==> config.mk <==
export PLATFORM = sky130hd
export DESIGN_NAME = ahb2_sram_slv
export DESIGN_NICKNAME = d
export VERILOG_FILES = /design/src/rtl/ahb2_sram_slv.sv
export SDC_FILE = /design/constraint.sdc
export NUM_CORES = 1
export LEC_CHECK = 0
export BUFFER_PORTS_ARGS = -buffer_cell sky130_fd_sc_hd__buf_4
export CAP_MARGIN = 10
export CELL_PAD_IN_SITES_DETAIL_PLACEMENT = 1
export CELL_PAD_IN_SITES_GLOBAL_PLACEMENT = 2
export CORE_MARGIN = 3
export CORE_UTILIZATION = 23
export CTS_CLUSTER_SIZE = 12
export DETAILED_ROUTE_END_ITERATION = 10
export GPL_ROUTABILITY_DRIVEN = 0
export PLACE_DENSITY_LB_ADDON = 0.1
export SYNTH_ARGS = -nofsm -noshare
export SYNTH_HDL_FRONTEND = slang
export SYNTH_SLANG_ARGS = --single-unit
export TNS_END_PERCENT = 20
==> constraint.sdc <==
create_clock -name hclk -period 2.3 [get_ports hclk]
set_clock_uncertainty 0.1 [all_clocks]
set_input_delay 0 -clock hclk [delete_from_list [all_inputs] [get_ports hclk]]
set_output_delay 0 -clock hclk [all_outputs]
set_load 0.05 [all_outputs]
==> src/rtl/ahb2_sram_slv.sv <==
// AHB2 slave bridging one decoder port onto a single-port, byte-writable synchronous SRAM.
// Zero-wait reads/writes; one stall when a read address phase lands on a write data phase.
module ahb2_sram_slv #(
   parameter int unsigned ADDR_WIDTH     = 32,
   parameter int unsigned DATA_WIDTH     = 32,
   parameter int unsigned MEM_ADDR_WIDTH = 10
) (
   input  logic                      hclk,
   input  logic                      hreset_n,
   input  logic                      hsel,
   input  logic [ADDR_WIDTH-1:0]     haddr,
   input  logic [1:0]                htrans,
   input  logic                      hwrite,
   input  logic [2:0]                hsize,
   input  logic [2:0]                hburst,
   input  logic [3:0]                hprot,
   input  logic [DATA_WIDTH-1:0]     hwdata,
   input  logic                      hready_in,
   output logic [DATA_WIDTH-1:0]     hrdata,
   output logic                      hready,
   output logic [1:0]                hresp,
   output logic                      mem_cs,
   output logic                      mem_we,
   output logic [DATA_WIDTH/8-1:0]   mem_be,
   output logic [MEM_ADDR_WIDTH-1:0] mem_addr,
   output logic [DATA_WIDTH-1:0]     mem_wdata,
   input  logic [DATA_WIDTH-1:0]     mem_rdata
);

   localparam int unsigned BE_W   = DATA_WIDTH / 8;
   localparam int unsigned BYTE_W = $clog2(BE_W);
   localparam int unsigned HI_LSB = BYTE_W + MEM_ADDR_WIDTH;

   localparam logic [1:0] RESP_OKAY  = 2'b00;
   localparam logic [1:0] RESP_ERROR = 2'b01;

   typedef enum logic [2:0] {
      S_IDLE,
      S_WR,
      S_RDS,
      S_RD,
      S_ERR1,
      S_ERR2
   } state_e;

   state_e                    state_q, state_d;
   logic [MEM_ADDR_WIDTH-1:0] addr_q, addr_d;
   logic [BE_W-1:0]           be_q, be_d;
   logic [DATA_WIDTH-1:0]     hrdata_q, hrdata_d;
   logic                      hready_q, hready_d;
   logic [1:0]                hresp_q, hresp_d;

   logic                      acc_c;
   logic                      illegal_c;
   logic [ADDR_WIDTH-1:0]     align_mask_c;
   logic [31:0]               off_c;
   logic [31:0]               nbytes_c;
   logic [BE_W-1:0]           be_c;
   logic                      unused_ok;

   assign unused_ok = ^{hburst, hprot};

   // Address-phase decode: legality and byte-lane mask of the offered transfer
   always_comb begin
      align_mask_c = (ADDR_WIDTH'(1) << hsize) - ADDR_WIDTH'(1);
      illegal_c    = (32'(hsize) > BYTE_W)
                   | (|(haddr & align_mask_c))
                   | (|(haddr >> HI_LSB));
      off_c        = 32'(haddr[BYTE_W-1:0]);
      nbytes_c     = 32'd1 << hsize;
      be_c         = '0;
      for (int unsigned i = 0; i < BE_W; i++) begin
         be_c[i] = (i >= off_c) && (i < off_c + nbytes_c);
      end
   end

   // Next-state, SRAM strobes and registered response
   always_comb begin
      state_d   = state_q;
      addr_d    = addr_q;
      be_d      = be_q;
      hrdata_d  = hrdata_q;
      mem_cs    = 1'b0;
      mem_we    = 1'b0;
      mem_be    = '0;
      mem_addr  = '0;
      mem_wdata = hwdata;
      acc_c     = hsel & htrans[1] & hready_in;

      case (state_q)
         S_WR: begin
            mem_cs   = 1'b1;
            mem_we   = 1'b1;
            mem_be   = be_q;
            mem_addr = addr_q;
         end
         S_RDS: begin
            mem_cs   = 1'b1;
            mem_be   = be_q;
            mem_addr = addr_q;
            state_d  = S_RD;
         end
         S_RD:    hrdata_d = mem_rdata;
         S_ERR1:  state_d  = S_ERR2;
         default: ;
      endcase

      if (state_q inside {S_IDLE, S_WR, S_RD, S_ERR2}) begin
         state_d = S_IDLE;
         if (acc_c) begin
            if (illegal_c) begin
               state_d = S_ERR1;
            end else begin
               addr_d = haddr[BYTE_W +: MEM_ADDR_WIDTH];
               be_d   = be_c;
               if (hwrite) begin
                  state_d = S_WR;
               end else if (state_q == S_WR) begin
                  // SRAM port busy with the write: park the read for one cycle
                  state_d = S_RDS;
               end else begin
                  mem_cs   = 1'b1;
                  mem_be   = be_c;
                  mem_addr = haddr[BYTE_W +: MEM_ADDR_WIDTH];
                  state_d  = S_RD;
               end
            end
         end
      end

      hready_d = !((state_d == S_RDS) || (state_d == S_ERR1));
      hresp_d  = ((state_d == S_ERR1) || (state_d == S_ERR2)) ? RESP_ERROR : RESP_OKAY;
   end

   always_ff @(posedge hclk or negedge hreset_n) begin
      if (!hreset_n) begin
         state_q  <= S_IDLE;
         addr_q   <= '0;
         be_q     <= '0;
         hrdata_q <= '0;
         hready_q <= 1'b1;
         hresp_q  <= RESP_OKAY;
      end else begin
         state_q  <= state_d;
         addr_q   <= addr_d;
         be_q     <= be_d;
         hrdata_q <= hrdata_d;
         hready_q <= hready_d;
         hresp_q  <= hresp_d;
      end
   end

   // Read data flows straight from the SRAM in RD and is held afterwards
   assign hrdata = (state_q == S_RD) ? mem_rdata : hrdata_q;
   assign hready = hready_q;
   assign hresp  = hresp_q;

endmodule

Yosys cells after proc, flatten, opt, wreduce, memory -nomap -nowiden
Index checks and enable logic that the tools add are counted.

storage, ports and cells
  flip-flop bits (word level) = 51
  input bits = 113
  output and inout port bits = 83
  word-level logic and storage cells = 70

operators by class
  add/subtract/negate cells = 2
  magnitude comparators = 8
  equal/unequal tests = 8
  shift-type cells = 1
  multiplexer cells = 27
  bitwise gates (word level) = 6
  reduce and logical (&&, ||, !) cells = 12

operator list
  cell                                                              number
  less-than comparator 1 x 32 -> 1 bit, first input constant        2
  less-than comparator 2 x 32 -> 1 bit, first input constant        2
  two-way mux 10 bit                                                6
  adder 2 x 32 -> 32 bit                                            1
  bitwise AND 32 bit                                                1
  two-way mux 32 bit                                                1
  OR reduction 32 bit                                               1
  << shifter 1 x 3 -> 32 bit, first input constant                  1
  subtractor 32 x 2 -> 32 bit, second input constant                1
  two-way mux 4 bit                                                 6
  OR reduction 20 bit                                               1
  equality test 3 bit, second input constant                        4
  equality test 3 x 2 -> 1 bit, second input constant               3
  two-way mux 1 bit                                                 9
  two-way mux 3 bit                                                 3
  one-hot mux 3 bit (2 select lines)                                1
  greater-or-equal comparator 1 x 2 -> 1 bit, first input constant  2
  nonzero test 4 bit                                                1
  equality test 3 x 1 -> 1 bit, second input constant               1
  greater-than comparator 3 x 2 -> 1 bit, second input constant     1
  logical AND 1 bit                                                 3
  logical NOT 3 bit                                                 1
  AND reduction 3 bit                                               1
  bitwise AND 1 bit                                                 2
  other kinds (7)                                                   9

Depth between registers and ports, before layout
Gate-level depths: netlist of the first run.

  word-level depth = 12
  depth in mapped cells = 10
  mapped depth without buffers = 10

Least setup slack after synthesis of the first run
Ideal clock, no wire load.

  path type = input to output
  from = input hsize[0]
  to = output mem_cs
  data arrival time = 2.193 ns
  required time = 2.200 ns
  path slack = 0.007 ns
  cell stages on the path = 8
  path buffers = 1
  cells stage by stage = or3_1 ha_1 nor4_1 nand4_1 nor2_4 nand2_2 buf_6 o21bai_1

on the way
  cells in the longest elaborated chain, start to end = 9
  elaborated cells on any way between the ends = 10
  classes of those cells = add/sub: 1; order compare: 1; shift: 1; mux: 3; bitwise: 3; reduce/logical: 1

RTL lines
  item                         RTL line  source
  start: declaration           14        input logic [2:0] hsize,
  << shifter 1 x 3 -> 32 bit   65        align_mask_c = (ADDR_WIDTH'(1) << hsize) - ADDR_WIDTH'(1);
  subtractor 32 x 2 -> 32 bit  65
  bitwise AND 32 bit           67        | (|(haddr & align_mask_c))
  OR reduction 32 bit          67
  OR 1 bit (*)                 67
  OR 1 bit (*)                 68        | (|(haddr >> HI_LSB));
  two-way mux 1 bit (*)        111       if (illegal_c) begin
  two-way mux 1 bit (*)        110       if (acc_c) begin
  two-way mux 1 bit (*)        108       if (state_q inside {S_IDLE, S_WR, S_RD, S_ERR2}) begin
  end: declaration             22        output logic mem_cs,

Every way passes the cells marked *; elsewhere a longest branch is shown, timed or not.

Worst setup path after layout of the first run
  from = input hsize[0]
  to = output mem_be[3]

on the way
  cells in the longest elaborated chain, start to end = 9
  elaborated cells on any way between the ends = 14
  classes of those cells = add/sub: 2; order compare: 2; shift: 1; mux: 5; bitwise: 3; reduce/logical: 1

RTL lines
  item                                                                            RTL line  source
  parallel branches: the longest is 6 deep, another holds adder 2 x 32 -> 32 bit  --
  two-way mux 4 bit (*)                                                           111
  two-way mux 4 bit (*)                                                           110
  two-way mux 4 bit (*)                                                           108
  end: declaration                                                                24        output logic [DATA_WIDTH/8-1:0] mem_be,

Every way passes the cells marked *.

==> flow_summary.rst, run 1 <==
.. list-table::
   :header-rows: 1

   * - Metric
     - Value
   * - Syn_area_per_cell
     - approximately 12 sq um
   * - Area share of xor/xnor cells in the synthesized design
     - 0
   * - IR drop worst, VDD
     - 0.287 mV
   * - Fin nets
     - roughly 500
   * - Overflow left after global routing
     - 0
   * - Wl on met1
     - 3070 um
   * - Clock Sinks
     - 51
   * - Cell Chain, Critical Path
     - buf_6 -> or3_4 -> inv_4 -> ha_4 -> inv_2 -> fa_2 -> nor4b_4 -> a22oi_2 -> buf_4 -> buf_4 -> a22o_1 -> buf_6
   * - Class of the tightest hold or removal check
     - in -> reg
   * - Number of warnings printed during yosys synthesis
     - 0
   * - Count of endpoints failing hold in the final timing report
     - 0
   * - Placeable core region
     - around 11000 sq um
   * - Antenna viol nets, final
     - 0
   * - # port buffers
     - about 120
   * - Arrival time of the worst setup path
     - 2.12 ns
   * - Number of detailed-route iterations in the first pass
     - 4
   * - Leading cell types by total area after synthesis
     - sky130_fd_sc_hd__dfrtp_1 (47%), sky130_fd_sc_hd__mux2_2 (19%), sky130_fd_sc_hd__buf_4 (9.3%)
   * - Max Root-Sink Buffers
     - 2
   * - Sum Neg Setup Slack
     - 0 ns
   * - Post-layout minimum cycle time
     - 2.22 ns
   * - TritonCTS clock tree
     - built
   * - Cell with the largest stage delay on the worst path
     - sky130_fd_sc_hd__fa_2
   * - Async S/R FF share, synth
     - 1.00
   * - Ratio of total power to cell area
     - 491 nW/um^2
   * - CTS H-Tree Depth
     - 2
   * - Half-perimeter wire length after placement
     - 5350 um
   * - Area fraction of the dominant cell type after synthesis
     - 0.472
   * - Standard cell area after detailed placement
     - about 3600 sq um
   * - Largest family of logic cells by synthesized area
     - multiplexers
   * - Post-detailed-routing wire length
     - between 8000 and 9000 um
   * - Number of max-cap violations
     - 0
   * - Die boundary width
     - roughly 110 um
   * - Height of the chip
     - 113 um
   * - Result of the run
     - completed
   * - Compound-gate portion of the synthesized area
     - 0.0968
   * - Launching element type of the critical path
     - input port
   * - Top Layer Used
     - met4
   * - GRT Resource Usage Total
     - 0.124
   * - Ports placed on the boundary
     - 196
   * - Category of the critical setup timing path
     - in -> out
   * - Tightest slew margin relative to the limit
     - 0.549
   * - Full die area
     - 12800 sq um
   * - Post-route cell area
     - roughly 4600 sq um
   * - Number of setup violations in the final report
     - 0
   * - CTS Buf Count
     - 5
   * - Root cell of the clock tree
     - sky130_fd_sc_hd__clkbuf_16
   * - Share of the cycle needed by the critical path after routing
     - 0.967
   * - Number of storage elements in the synthesis netlist
     - slightly above 50
   * - Worst Slack Setup Final
     - about 0.076 ns
   * - Met2 wire length
     - 4400 um
   * - Simple-gate share of the synthesized area
     - 0.0732
   * - Layout fillers
     - around 1200
   * - Adder-Cell Fraction of Synth Area
     - 0.0264
   * - Fraction of the yosys area taken by sequential cells
     - 0.482
   * - Leading area contributor after synthesis
     - sky130_fd_sc_hd__dfrtp_1
   * - Internal Power
     - around 0.0016 W
   * - Post-placement worst setup slack
     - -0.0646 ns
   * - Max-slew violations
     - 0
   * - Synthesized instance count
     - about 220
   * - Internal reg-to-reg setup slack
     - ~0.40 ns
   * - Register clock-pin slew on the reported worst setup and hold paths
     - about 0.07 ns
   * - Top cells by instance count after synthesis
     - sky130_fd_sc_hd__dfrtp_1 (50), sky130_fd_sc_hd__mux2_2 (45), sky130_fd_sc_hd__buf_4 (33)
   * - Diodes inserted
     - 0
   * - Synth Flop Type
     - sky130_fd_sc_hd__dfrtp_1
   * - Share of total power in sequential cells
     - 0.413
   * - Vias post-DR
     - roughly 2400
   * - Iteration-0 DRC Markers
     - 50
   * - Fmax
     - around 0.45 GHz
   * - Top fanout value on the critical path
     - 3
   * - DR vias/cell
     - approximately 4.4
   * - Maximum number of pins on one net before global-route repair
     - 52
   * - Total standard cell area after synthesis
     - roughly 2700 sq um
   * - Required arrival time at the worst endpoint
     - 2.20 ns
   * - Unrepaired setup endpoints after global routing
     - yes
   * - Sw Pwr
     - around 0.00068 W
   * - Part of the power in the clock network
     - 0.334
   * - Routed length on met3
     - approximately 600 um
   * - Maximum single-stage delay on the critical path
     - 0.42 ns
   * - Part of the power in combinational logic
     - 0.253
   * - Net count after synthesis
     - ~340
   * - Multiplexer share of the synthesized area
     - 0.195
   * - Std-Cell Rows
     - 38
   * - Growth of design area from synthesis to finish
     - 73.2%
   * - Kind of capture point of the worst setup path
     - output pin
   * - Count of unresolved DRC violations after routing
     - 0
   * - Latest clock arrival within the worst-skew pair
     - about 0.28 ns
   * - Most used standard cell by instance count after synthesis
     - sky130_fd_sc_hd__dfrtp_1
   * - Number of library cell types mapped by synthesis
     - 37
   * - Share of final-layout standard cells stronger than drive strength 1
     - 0.523
   * - Initial cell density of the core
     - 0.240
   * - Global-route wire length before repair
     - roughly 13000 um
   * - Least-Margin Pin Slew
     - approximately 0.68 ns
   * - Via count of the first global-routing pass
     - 2632
   * - Antenna violations before repair
     - 0
   * - DR WL/cell
     - 15.1 um
   * - Cell leakage power
     - 2.16 nW
   * - Net Sw Frac
     - 0.303
   * - Number of enable flip-flop cells after synthesis
     - 0
layout by cell type (no fill, tap or decap), types with 2 or more instances in the layout:
master | netlist | final
sky130_fd_sc_hd__buf_4 | 33 | 125
sky130_fd_sc_hd__dlygate4sd3_1 | 0 | 76
sky130_fd_sc_hd__dfrtp_1 | 50 | 50
sky130_fd_sc_hd__mux2_2 | 45 | 45
sky130_fd_sc_hd__a22o_1 | 14 | 14
sky130_fd_sc_hd__buf_6 | 2 | 8
sky130_fd_sc_hd__inv_1 | 9 | 7
sky130_fd_sc_hd__nor2_1 | 7 | 5
sky130_fd_sc_hd__nand2_1 | 5 | 5
sky130_fd_sc_hd__a21oi_1 | 5 | 5
sky130_fd_sc_hd__clkbuf_16 | 0 | 5
sky130_fd_sc_hd__nor4_1 | 5 | 4
sky130_fd_sc_hd__o21ai_0 | 4 | 3
sky130_fd_sc_hd__ha_1 | 4 | 3
sky130_fd_sc_hd__buf_12 | 0 | 3
sky130_fd_sc_hd__nand2b_1 | 2 | 2
sky130_fd_sc_hd__nor4b_4 | 1 | 2
sky130_fd_sc_hd__nor2b_1 | 3 | 2
sky130_fd_sc_hd__nor2_2 | 0 | 2
sky130_fd_sc_hd__or2_2 | 2 | 2
sky130_fd_sc_hd__clkinv_2 | 0 | 2
cell type report:
| cell class | count | area (sq um) | area share |
|---|---|---|---|
| Timing Repair Buffer | 212 | 1850 | 0.403 |
| Sequential cell | 51 | 1280 | 0.278 |
| Multi-Input combinational cell | 118 | 1110 | 0.241 |
| Tap cell | 140 | 175 | 0.0382 |
| Clock buffer | 5 | 125 | 0.0273 |
| Inverter | 9 | 36.3 | 0.00791 |
| Clock inverter | 3 | 18.8 | 0.00409 |
flip-flops by register name, summed over array words and instances (netlist names):
name,cells
be_q,4
addr_q,10
state_q,3
hrdata_q,32
hresp,1
hready,1
cell families after synthesis:
| kind of cell | after synthesis |
|---|---|
| fa+ha+maj | 5 |
| compound gates | 34 |
| mux | 46 |
| other cells | 1 |
| simple gates | 32 |
| flops | 51 |
| buf+inv | 50 |
critical path, delay by kind of cell:
kind                     cells  cell delay (ns)
AND/OR/NAND/NOR              2             0.65
adder cells (fa/ha/maj)      2             0.55
AO/OA/AOI/OAI                2             0.31
buffers and inverters        6             0.63
metal layers:
metal,GRT usage,up-vias
li1,-,1097
met1,0.140,1163
met2,0.235,120
met3,0.0262,4
met4,0.0313,0
met5,0,-
metrics by stage:
| stage | total power (W) | instances | hold WS, ns | utilization |
|---|---|---|---|---|
| detailed placement | 0.00130 | 452 | -0.0997 | 0.324 |
| global placement | 0.00129 | 452 | -0.0997 | 0.324 |
| global route | 0.00237 | 538 | 0.0642 | 0.416 |
| floorplan | 0.00126 | 219 | -0.396 | - |
| finish | 0.00225 | 538 | 0.0334 | 0.416 |
| CTS | 0.00229 | 537 | 0.0293 | 0.410 |
final timing paths:
check,endpoint,start,depth (start not counted)
max reg2reg,addr_q[2],state_q[0],6
max,mem_be[3],hsize[0],12
max in group asynchronous,be_q[1],hreset_n,2
min in group asynchronous,hrdata_q[8],hreset_n,2
min,hready,hsel,3
min reg2reg,hrdata_q[7],hrdata_q[7],1
power groups by stage:
stage / Clock, W / Combinational, W / Sequential, W
floorplan: 0 / 0.000316 / 0.000946
global placement: 0 / 0.000346 / 0.000947
detailed placement: 0 / 0.000347 / 0.000948
CTS: 0.000796 / 0.000568 / 0.000930
global route: 0.000824 / 0.000608 / 0.000933
finish: 0.000752 / 0.000570 / 0.000930
repair_timing:
action | in CTS | in global routing
gates resized for setup | 7 | 18
hold buffers | 76 | 0
endpoints found under the hold margin | 125 | 0
gates cloned | 0 | 0
buffers inserted | 1 | 1
pin swaps | 3 | 11
setup endpoints to repair | 14 | 14
(Power assumes the default switching activity.)
==> run 2: changes to the inputs <==
--- a/config.mk
+++ b/config.mk
@@ -7,2 +7,3 @@
 export LEC_CHECK = 0
+export ABC_CLOCK_PERIOD_IN_PS = 2300
 export BUFFER_PORTS_ARGS = -buffer_cell sky130_fd_sc_hd__buf_4
==> constraint.sdc (replaced) <==
create_clock -name hclk -period 2.3 [get_ports hclk]
set_clock_uncertainty 0.1 [all_clocks]
set_input_delay 0.115 -clock hclk [delete_from_list [all_inputs] [get_ports hclk]]
set_output_delay 0.115 -clock hclk [all_outputs]
set_load 0.05 [all_outputs]
==> flow_summary.rst, run 2 (synthesized netlist as in run 1, its figures left out) <==
.. list-table::
   :header-rows: 1

   * - Metric
     - Value
   * - Arrival time of the worst setup path
     - 2.20 ns (+0.08 ns)
   * - DR vias/cell
     - 4.34 (-2.1%)
   * - Clock Sinks
     - 51 (unchanged)
   * - Least-Margin Pin Slew
     - 0.670 ns (-0.00688 ns)
   * - Global-route layer with the greatest usage
     - met2
   * - Growth of design area from synthesis to finish
     - 64.4%
   * - Reg with most FFs
     - hrdata_q
   * - Overflow left after global routing
     - 0 (unchanged)
   * - Height of the chip
     - 113 um (unchanged)
   * - # port buffers
     - 122 (unchanged)
   * - Ratio of total power to cell area
     - 486 nW/um^2 (-1.0%)
   * - Post-detailed-routing wire length
     - 7510 um (-7.7%)
   * - TritonCTS clock tree
     - built
   * - Count of endpoints failing hold in the final timing report
     - 0 (unchanged)
   * - Top fanout value on the critical path
     - 3 (unchanged)
   * - Met2 track demand over resource
     - 0.202 (-0.0328)
   * - IR drop worst, VDD
     - 0.286 mV (-0.53%)
   * - Vias post-DR
     - 2196 (-7.9%)
   * - Largest registers in the final layout
     - hrdata_q: 32 flops, addr_q: 10 flops, be_q: 4 flops
   * - PnR Total Power
     - 0.00212 W (-6.0%)
   * - Via count of the first global-routing pass
     - 2445 (-7.1%)
   * - Die boundary width
     - 113 um (unchanged)
   * - Post-placement worst setup slack
     - -0.308 ns (-0.243 ns)
   * - Flip-flop count of the largest register after layout
     - 32 (unchanged)
   * - Kind of capture point of the worst setup path
     - output pin
   * - Half-perimeter wire length after placement
     - 5270 um (-1.4%)
   * - Required arrival time at the worst endpoint
     - 2.09 ns (-0.11 ns)
   * - Full die area
     - 12800 sq um (unchanged)
   * - Worst Slack Setup Final
     - -0.113 ns (-0.189 ns)
   * - Diodes inserted
     - 0 (unchanged)
   * - Leading cell types in the layout, fill and taps excluded
     - sky130_fd_sc_hd__buf_4 (115), sky130_fd_sc_hd__dfrtp_1 (48), sky130_fd_sc_hd__mux2_2 (45)
   * - Post-route insts no fill
     - 506 (-5.9%)
   * - Max Root-Sink Buffers
     - 2 (unchanged)
   * - Standard cell area after detailed placement
     - 3580 sq um (+0.14%)
   * - CTS Buf Count
     - 5 (unchanged)
   * - Most common library cell in the layout ignoring fill and taps
     - sky130_fd_sc_hd__buf_4
   * - Number of setup violations in the final report
     - 3 (+3)
   * - Number of detailed-route iterations in the first pass
     - 4 (unchanged)
   * - Cell leakage power
     - 2.04 nW (-5.5%)
   * - Met3 Track Usage GR
     - 0.0396 (+0.0134)
   * - Latest clock arrival within the worst-skew pair
     - 0.28 ns (about the same)
   * - Initial cell density of the core
     - 0.240 (unchanged)
   * - Share of the cycle needed by the critical path after routing
     - 1.05 (+0.0823)
   * - Root cell of the clock tree
     - sky130_fd_sc_hd__clkbuf_16
   * - Maximum number of pins on one net before global-route repair
     - 52 (unchanged)
   * - Antenna viol nets, final
     - 0 (unchanged)
   * - Tightest slew margin relative to the limit
     - 0.554 (+0.00459)
   * - Count of placed standard cells including taps
     - 452 (unchanged)
   * - Max-slew violations
     - 0 (unchanged)
   * - Result of the run
     - finished, violations left
   * - DR WL/cell
     - 14.8 um (-1.9%)
   * - GRT Resource Usage Total
     - 0.114 (-0.00970)
   * - Fin nets
     - 483 (-6.2%)
   * - Total area of sequential cells
     - 1280 sq um (+0.20%)
   * - Post-route cell area
     - 4360 sq um (-5.0%)
   * - Post-layout minimum cycle time
     - 2.41 ns (+0.189 ns)
   * - Met1 demand-to-capacity share in global routing
     - 0.130 (-0.0101)
   * - Category of the critical setup timing path
     - in -> out
   * - Antenna violations before repair
     - 0 (unchanged)
   * - Iteration-0 DRC Markers
     - 54 (+8.0%)
   * - Launching element type of the critical path
     - input port
   * - Finished Core Util
     - 0.395 (-0.0210)
   * - Fmax
     - 0.414 GHz (-7.8%)
   * - Ports placed on the boundary
     - 196 (unchanged)
   * - Number of max-cap violations
     - 0 (unchanged)
   * - Multi-input logic area
     - 1140 sq um (+3.4%)
   * - Std-Cell Rows
     - 38 (unchanged)
   * - Violations in the final reports
     - negative setup slack
   * - Share of final-layout standard cells stronger than drive strength 1
     - 0.585 (+0.0621)
   * - Unrepaired setup endpoints after global routing
     - yes
   * - Count of unresolved DRC violations after routing
     - 0 (unchanged)
   * - Placeable core region
     - 11000 sq um (unchanged)
   * - Global-route wire length before repair
     - 12000 um (-7.1%)
   * - Layout fillers
     - 1222 (+4.4%)
   * - CTS H-Tree Depth
     - 2 (unchanged)
   * - Class of the tightest hold or removal check
     - in -> out
==> run 2: cell count changes in the layout (fill, tap and decap cells not counted), sizes merged <==
| cell | change |
|---|---|
| dlygate4sd3 | -32 |
| clkinv | -2 |
| clkbuf | +2 |
==> run 2: area by class of cell <==
class / count / area share
flip-flops and latches: 51 / 0.294
clock buffers: 7 / 0.0327
well taps: 140 / 0.0402
repair buffers: 180 / 0.360
multi-input cells: 118 / 0.263
clock inverters: 1 / 0.00201
inverters: 9 / 0.00833
==> run 2: layer usage <==
metal / up-vias / wire [um] / part of all wire
li1: 1027 / - / -
met1: 1083 / 2870 / 0.38
met2: 72 / 3890 / 0.52
met3: 14 / 657 / 0.088
met4: 0 / 89 / 0.012
met5: - / 0 / 0
==> run 2: repair_timing <==
action | 4_1_cts | 5_1_grt
buffers inserted | 2 | 1
cloned | 0 | 0
pin swaps | 10 | 10
resized for setup | 31 | 12
hold buffers | 44 | 0
setup endpoints to repair | 15 | 15
endpoints found under the hold margin | 93 | 0
==> run 2: stage by stage <==
stage	hold slack, ns	TNS, ns
floorplan	-0.281	-0.926
global placement	0.119	-4.70
detailed placement	0.112	-5.08
CTS	0.119	-0.668
global route	0.130	-1.22
finish	0.130	-0.207
==> run 2: worst paths after layout <==
path                            slack (ns)  cells past startpoint         start             to
worst max register to register        0.39                      6    state_q[0]        be_q[0]
max in group asynchronous             1.28                      2      hreset_n     state_q[1]
worst max-delay path                 -0.11                     12      hsize[0]      mem_be[0]
min in group asynchronous             0.34                      2      hreset_n    hrdata_q[1]
worst min-delay path                  0.13                      0    hwdata[17]  mem_wdata[17]
worst min register to register        0.40                      1  hrdata_q[25]   hrdata_q[25]
==> run 2: report_power, final <==
group	internal [W]	switching (W)	leakage, nW	total (W)
Combinational	0.000208	0.000218	1.34	0.000425
Sequential	0.000924	0.00000611	0.623	0.000930
Clock	0.000438	0.000322	0.0745	0.000761
Total	0.00157	0.000546	2.04	0.00212
==> run 2: critical path: stages <==
cell,delay [ns]
sky130_fd_sc_hd__buf_6,0.09
sky130_fd_sc_hd__or3_4,0.40
sky130_fd_sc_hd__inv_4,0.06
sky130_fd_sc_hd__ha_4,0.12
sky130_fd_sc_hd__inv_2,0.03
sky130_fd_sc_hd__fa_2,0.36
sky130_fd_sc_hd__buf_6,0.13
sky130_fd_sc_hd__a22oi_2,0.23
sky130_fd_sc_hd__nor2_2,0.07
sky130_fd_sc_hd__a211oi_2,0.25
sky130_fd_sc_hd__a22o_2,0.18
sky130_fd_sc_hd__buf_8,0.14
==> run 3: changes to the inputs <==
ABC_CLOCK_PERIOD_IN_PS = 2100   (was 2300)
CORE_UTILIZATION = 20   (was 23)
clock period = 2.1 ns   (was 2.3 ns; I/O delays follow)
==> flow_summary.rst, run 3 (synthesized netlist as in run 1, its figures left out) <==
.. list-table::
   :header-rows: 1

   * - Metric
     - Value
   * - Result of the run
     - finished, violations left
   * - Ratio of total power to cell area
     - 485 nW/um^2 (-0.16%)
   * - Antenna viol nets, final
     - 0 (unchanged)
   * - Kind of capture point of the worst setup path
     - output pin
   * - Internal Power
     - 0.00170 W (+8.5%)
   * - Growth of design area from synthesis to finish
     - 80.3%
   * - Sw Pwr
     - 0.000613 W (+12%)
   * - Flip-flop count of the largest register after layout
     - 32 (unchanged)
   * - TritonCTS clock tree
     - built
   * - Number of detailed-route iterations in the first pass
     - 3 (-1)
   * - R2R cell count
     - 6 (unchanged)
   * - Share of final-layout standard cells stronger than drive strength 1
     - 0.622 (+0.0373)
   * - # port buffers
     - 122 (unchanged)
   * - Met1 demand-to-capacity share in global routing
     - 0.129 (-0.000532)
   * - Die boundary width
     - 121 um (+6.9%)
   * - Category of the critical setup timing path
     - in -> out
   * - Via count of the first global-routing pass
     - 2460 (+0.61%)
   * - Iteration-0 DRC Markers
     - 69 (+28%)
   * - Height of the chip
     - 121 um (+6.9%)
   * - Reg with most FFs
     - hrdata_q
   * - Met2 track demand over resource
     - 0.200 (-0.00209)
   * - Share of the cycle needed by the critical path after routing
     - 1.12
   * - Initial cell density of the core
     - 0.207 (-0.0328)
   * - Most common library cell in the layout ignoring fill and taps
     - sky130_fd_sc_hd__buf_4
   * - Leading cell types in the layout, fill and taps excluded
     - sky130_fd_sc_hd__buf_4 (85), sky130_fd_sc_hd__dfrtp_1 (50), sky130_fd_sc_hd__mux2_2 (46)
   * - Global-route layer with the greatest usage
     - met2
   * - Count of endpoints failing hold in the final timing report
     - 0 (unchanged)
   * - Largest registers in the final layout
     - hrdata_q: 32 flops, addr_q: 10 flops, be_q: 4 flops
   * - Required arrival time at the worst endpoint
     - 1.89 ns (-0.20 ns)
   * - Post-detailed-routing wire length
     - 8130 um (+8.4%)
   * - Maximum number of pins on one net before global-route repair
     - 52 (unchanged)
   * - Diodes inserted
     - 0 (unchanged)
   * - Cell mode on critical path
     - sky130_fd_sc_hd__inv_2
   * - Fin nets
     - 490 (+1.4%)
   * - Sum Neg Setup Slack
     - -3.00 ns (-2.79 ns)
   * - Post-route cell area
     - 4780 sq um (+9.6%)
   * - DR vias/cell
     - 4.16 (-4.2%)
   * - Part of the power in combinational logic
     - 0.214 (+0.013)
   * - Std-Cell Rows
     - 41 (+7.9%)
   * - GRT Resource Usage Total
     - 0.112 (-0.00185)
   * - Count of unresolved DRC violations after routing
     - 0 (unchanged)
   * - Worst Slack Setup Final
     - -0.250 ns (-0.137 ns)
   * - Launching element type of the critical path
     - input port
   * - Standard cell area after detailed placement
     - 3800 sq um (+6.1%)
   * - Layout fillers
     - 1353 (+11%)
   * - Full die area
     - 14700 sq um (+14%)
   * - Number of max-cap violations
     - 0 (unchanged)
   * - Half-perimeter wire length after placement
     - 5650 um (+7.1%)
   * - Violations in the final reports
     - negative setup slack
   * - Post-layout minimum cycle time
     - around 2.4 ns
   * - Unrepaired setup endpoints after global routing
     - yes
   * - Met3 Track Usage GR
     - 0.0326 (-0.00694)
   * - Cell with the largest stage delay on the worst path
     - sky130_fd_sc_hd__or3_4
   * - Number of setup violations in the final report
     - 15 (+12)
   * - CTS Buf Count
     - 5 (unchanged)
   * - Top fanout value on the critical path
     - 3 (unchanged)
   * - IR drop worst, VDD
     - 0.275 mV (-3.8%)
   * - Net Sw Frac
     - 0.265 (+0.00651)
   * - Overflow left after global routing
     - 0 (unchanged)
   * - Fmax
     - around 0.43 GHz
   * - Vias post-DR
     - 2265 (+3.1%)
   * - Arrival time of the worst setup path
     - 2.15 ns (-0.05 ns)
   * - PnR Total Power
     - 0.00232 W (+9.5%)
   * - Max-slew violations
     - 0 (unchanged)
   * - Tightest slew margin relative to the limit
     - 0.541 (-0.0129)
   * - DR WL/cell
     - 14.9 um (+0.60%)
   * - Antenna violations before repair
     - 0 (unchanged)
   * - Root cell of the clock tree
     - sky130_fd_sc_hd__clkbuf_16
   * - Cell count of the worst hold path
     - 2 (+2)
   * - Cell leakage power
     - 2.27 nW (+11%)
   * - Latest clock arrival within the worst-skew pair
     - 0.29 ns (about the same)
   * - Least-Margin Pin Slew
     - 0.689 ns (+0.0194 ns)
   * - Maximum single-stage delay on the critical path
     - 0.39 ns (about the same)
   * - Clock Sinks
     - 51 (unchanged)
   * - Global-route wire length before repair
     - 12900 um (+7.7%)
   * - Class of the tightest hold or removal check
     - in -> reg
   * - Cell Chain, Critical Path
     - buf_6 -> or3_4 -> inv_2 -> ha_4 -> inv_2 -> fa_2 -> nor4b_4 -> a22oi_2 -> nor2_2 -> a211oi_2 -> a22o_4 -> buf_8
   * - Register clock-pin slew on the reported worst setup and hold paths
     - roughly 0.070 ns
   * - Share of total power in sequential cells
     - 0.440 (about the same)
   * - Max Root-Sink Buffers
     - 2 (unchanged)
   * - Part of the power in the clock network
     - 0.346 (-0.013)
   * - Placeable core region
     - 12800 sq um (+16%)
   * - Ports placed on the boundary
     - 196 (unchanged)
   * - CTS H-Tree Depth
     - 2 (unchanged)
==> run 3: cell types whose count changed in the layout (fill, tap and decap cells not counted), moves of 2 or more <==
| cell | delta |
|---|---|
| sky130_fd_sc_hd__dfrtp_2 | -2 |
| sky130_fd_sc_hd__dfrtp_1 | +2 |
| sky130_fd_sc_hd__buf_6 | +22 |
| sky130_fd_sc_hd__buf_8 | +14 |
| sky130_fd_sc_hd__a22o_4 | +14 |
| sky130_fd_sc_hd__buf_4 | -30 |
| sky130_fd_sc_hd__a22o_1 | -13 |
| sky130_fd_sc_hd__nor2b_1 | +2 |
==> run 3: critical path: cells and delay by family <==
family | cells | cell delay (ns)
AOI/OAI and AO/OA | 3 | 0.43
adders and majority gates | 2 | 0.49
buffers and inverters | 4 | 0.34
and+or+nand+nor | 3 | 0.77
==> run 3: timing repair <==
action	in CTS	in global routing
endpoints found under the setup margin	47	61
hold buffers	43	0
hold endpoints to repair	92	0
pin swaps	9	8
gates resized for setup	80	12
cloned	1	0
setup buffers	2	0
==> run 3: power groups by stage <==
| stage | clock network (W) | logic (W) | registers [W] |
|---|---|---|---|
| after floorplan | 0 | 0.000350 | 0.00104 |
| after global placement | 0 | 0.000391 | 0.00104 |
| after detailed placement | 0 | 0.000394 | 0.00104 |
| after CTS | 0.000846 | 0.000495 | 0.00102 |
| after global routing | 0.000881 | 0.000533 | 0.00102 |
| final | 0.000801 | 0.000497 | 0.00102 |
==> run 3: layout make-up <==
class	count	area (sq um)	share of cell area
Clock inverter	1	5.00	0.00105
Multi-Input combinational cell	118	1270	0.267
Clock buffer	7	133	0.0278
Inverter	9	33.8	0.00707
Tap cell	172	215	0.0450
Sequential cell	51	1280	0.267
Timing Repair Buffer	187	1840	0.385
==> run 3: worst paths after layout <==
check | from | to | slack [ns]
worst max-delay path | hsize[2] | mem_be[0] | -0.25
worst min-delay path | hwrite | state_q[1] | 0.001
worst max register to register | state_q[0] | addr_q[4] | 0.27
worst min register to register | hrdata_q[9] | hrdata_q[9] | 0.41
max in group asynchronous | hreset_n | be_q[2] | 1.14
min in group asynchronous | hreset_n | state_q[0] | 0.28
==> run 3: metal layers <==
layer  part of all wire  routed length (um)  up-vias
met5                  0                   0        -
met4              0.014                 114        0
met3              0.057                 464       14
met2               0.53                4330       62
met1               0.40                3220     1129
li1                   -                   -     1060
==> run 3: through the flow <==
step / std cells / setup WS (ns) / utilization / hold slack [ns]
3_5_place_dp: 491 / -0.353 / 0.297 / 0.109
4_1_cts: 545 / -0.280 / 0.370 / 0.00495
6_report: 545 / -0.250 / 0.374 / 0.00128
5_1_grt: 545 / -0.366 / 0.374 / 0.00496
2_1_floorplan: 219 / -0.0282 / - / -0.291
3_3_place_gp: 491 / -0.351 / 0.297 / 0.110
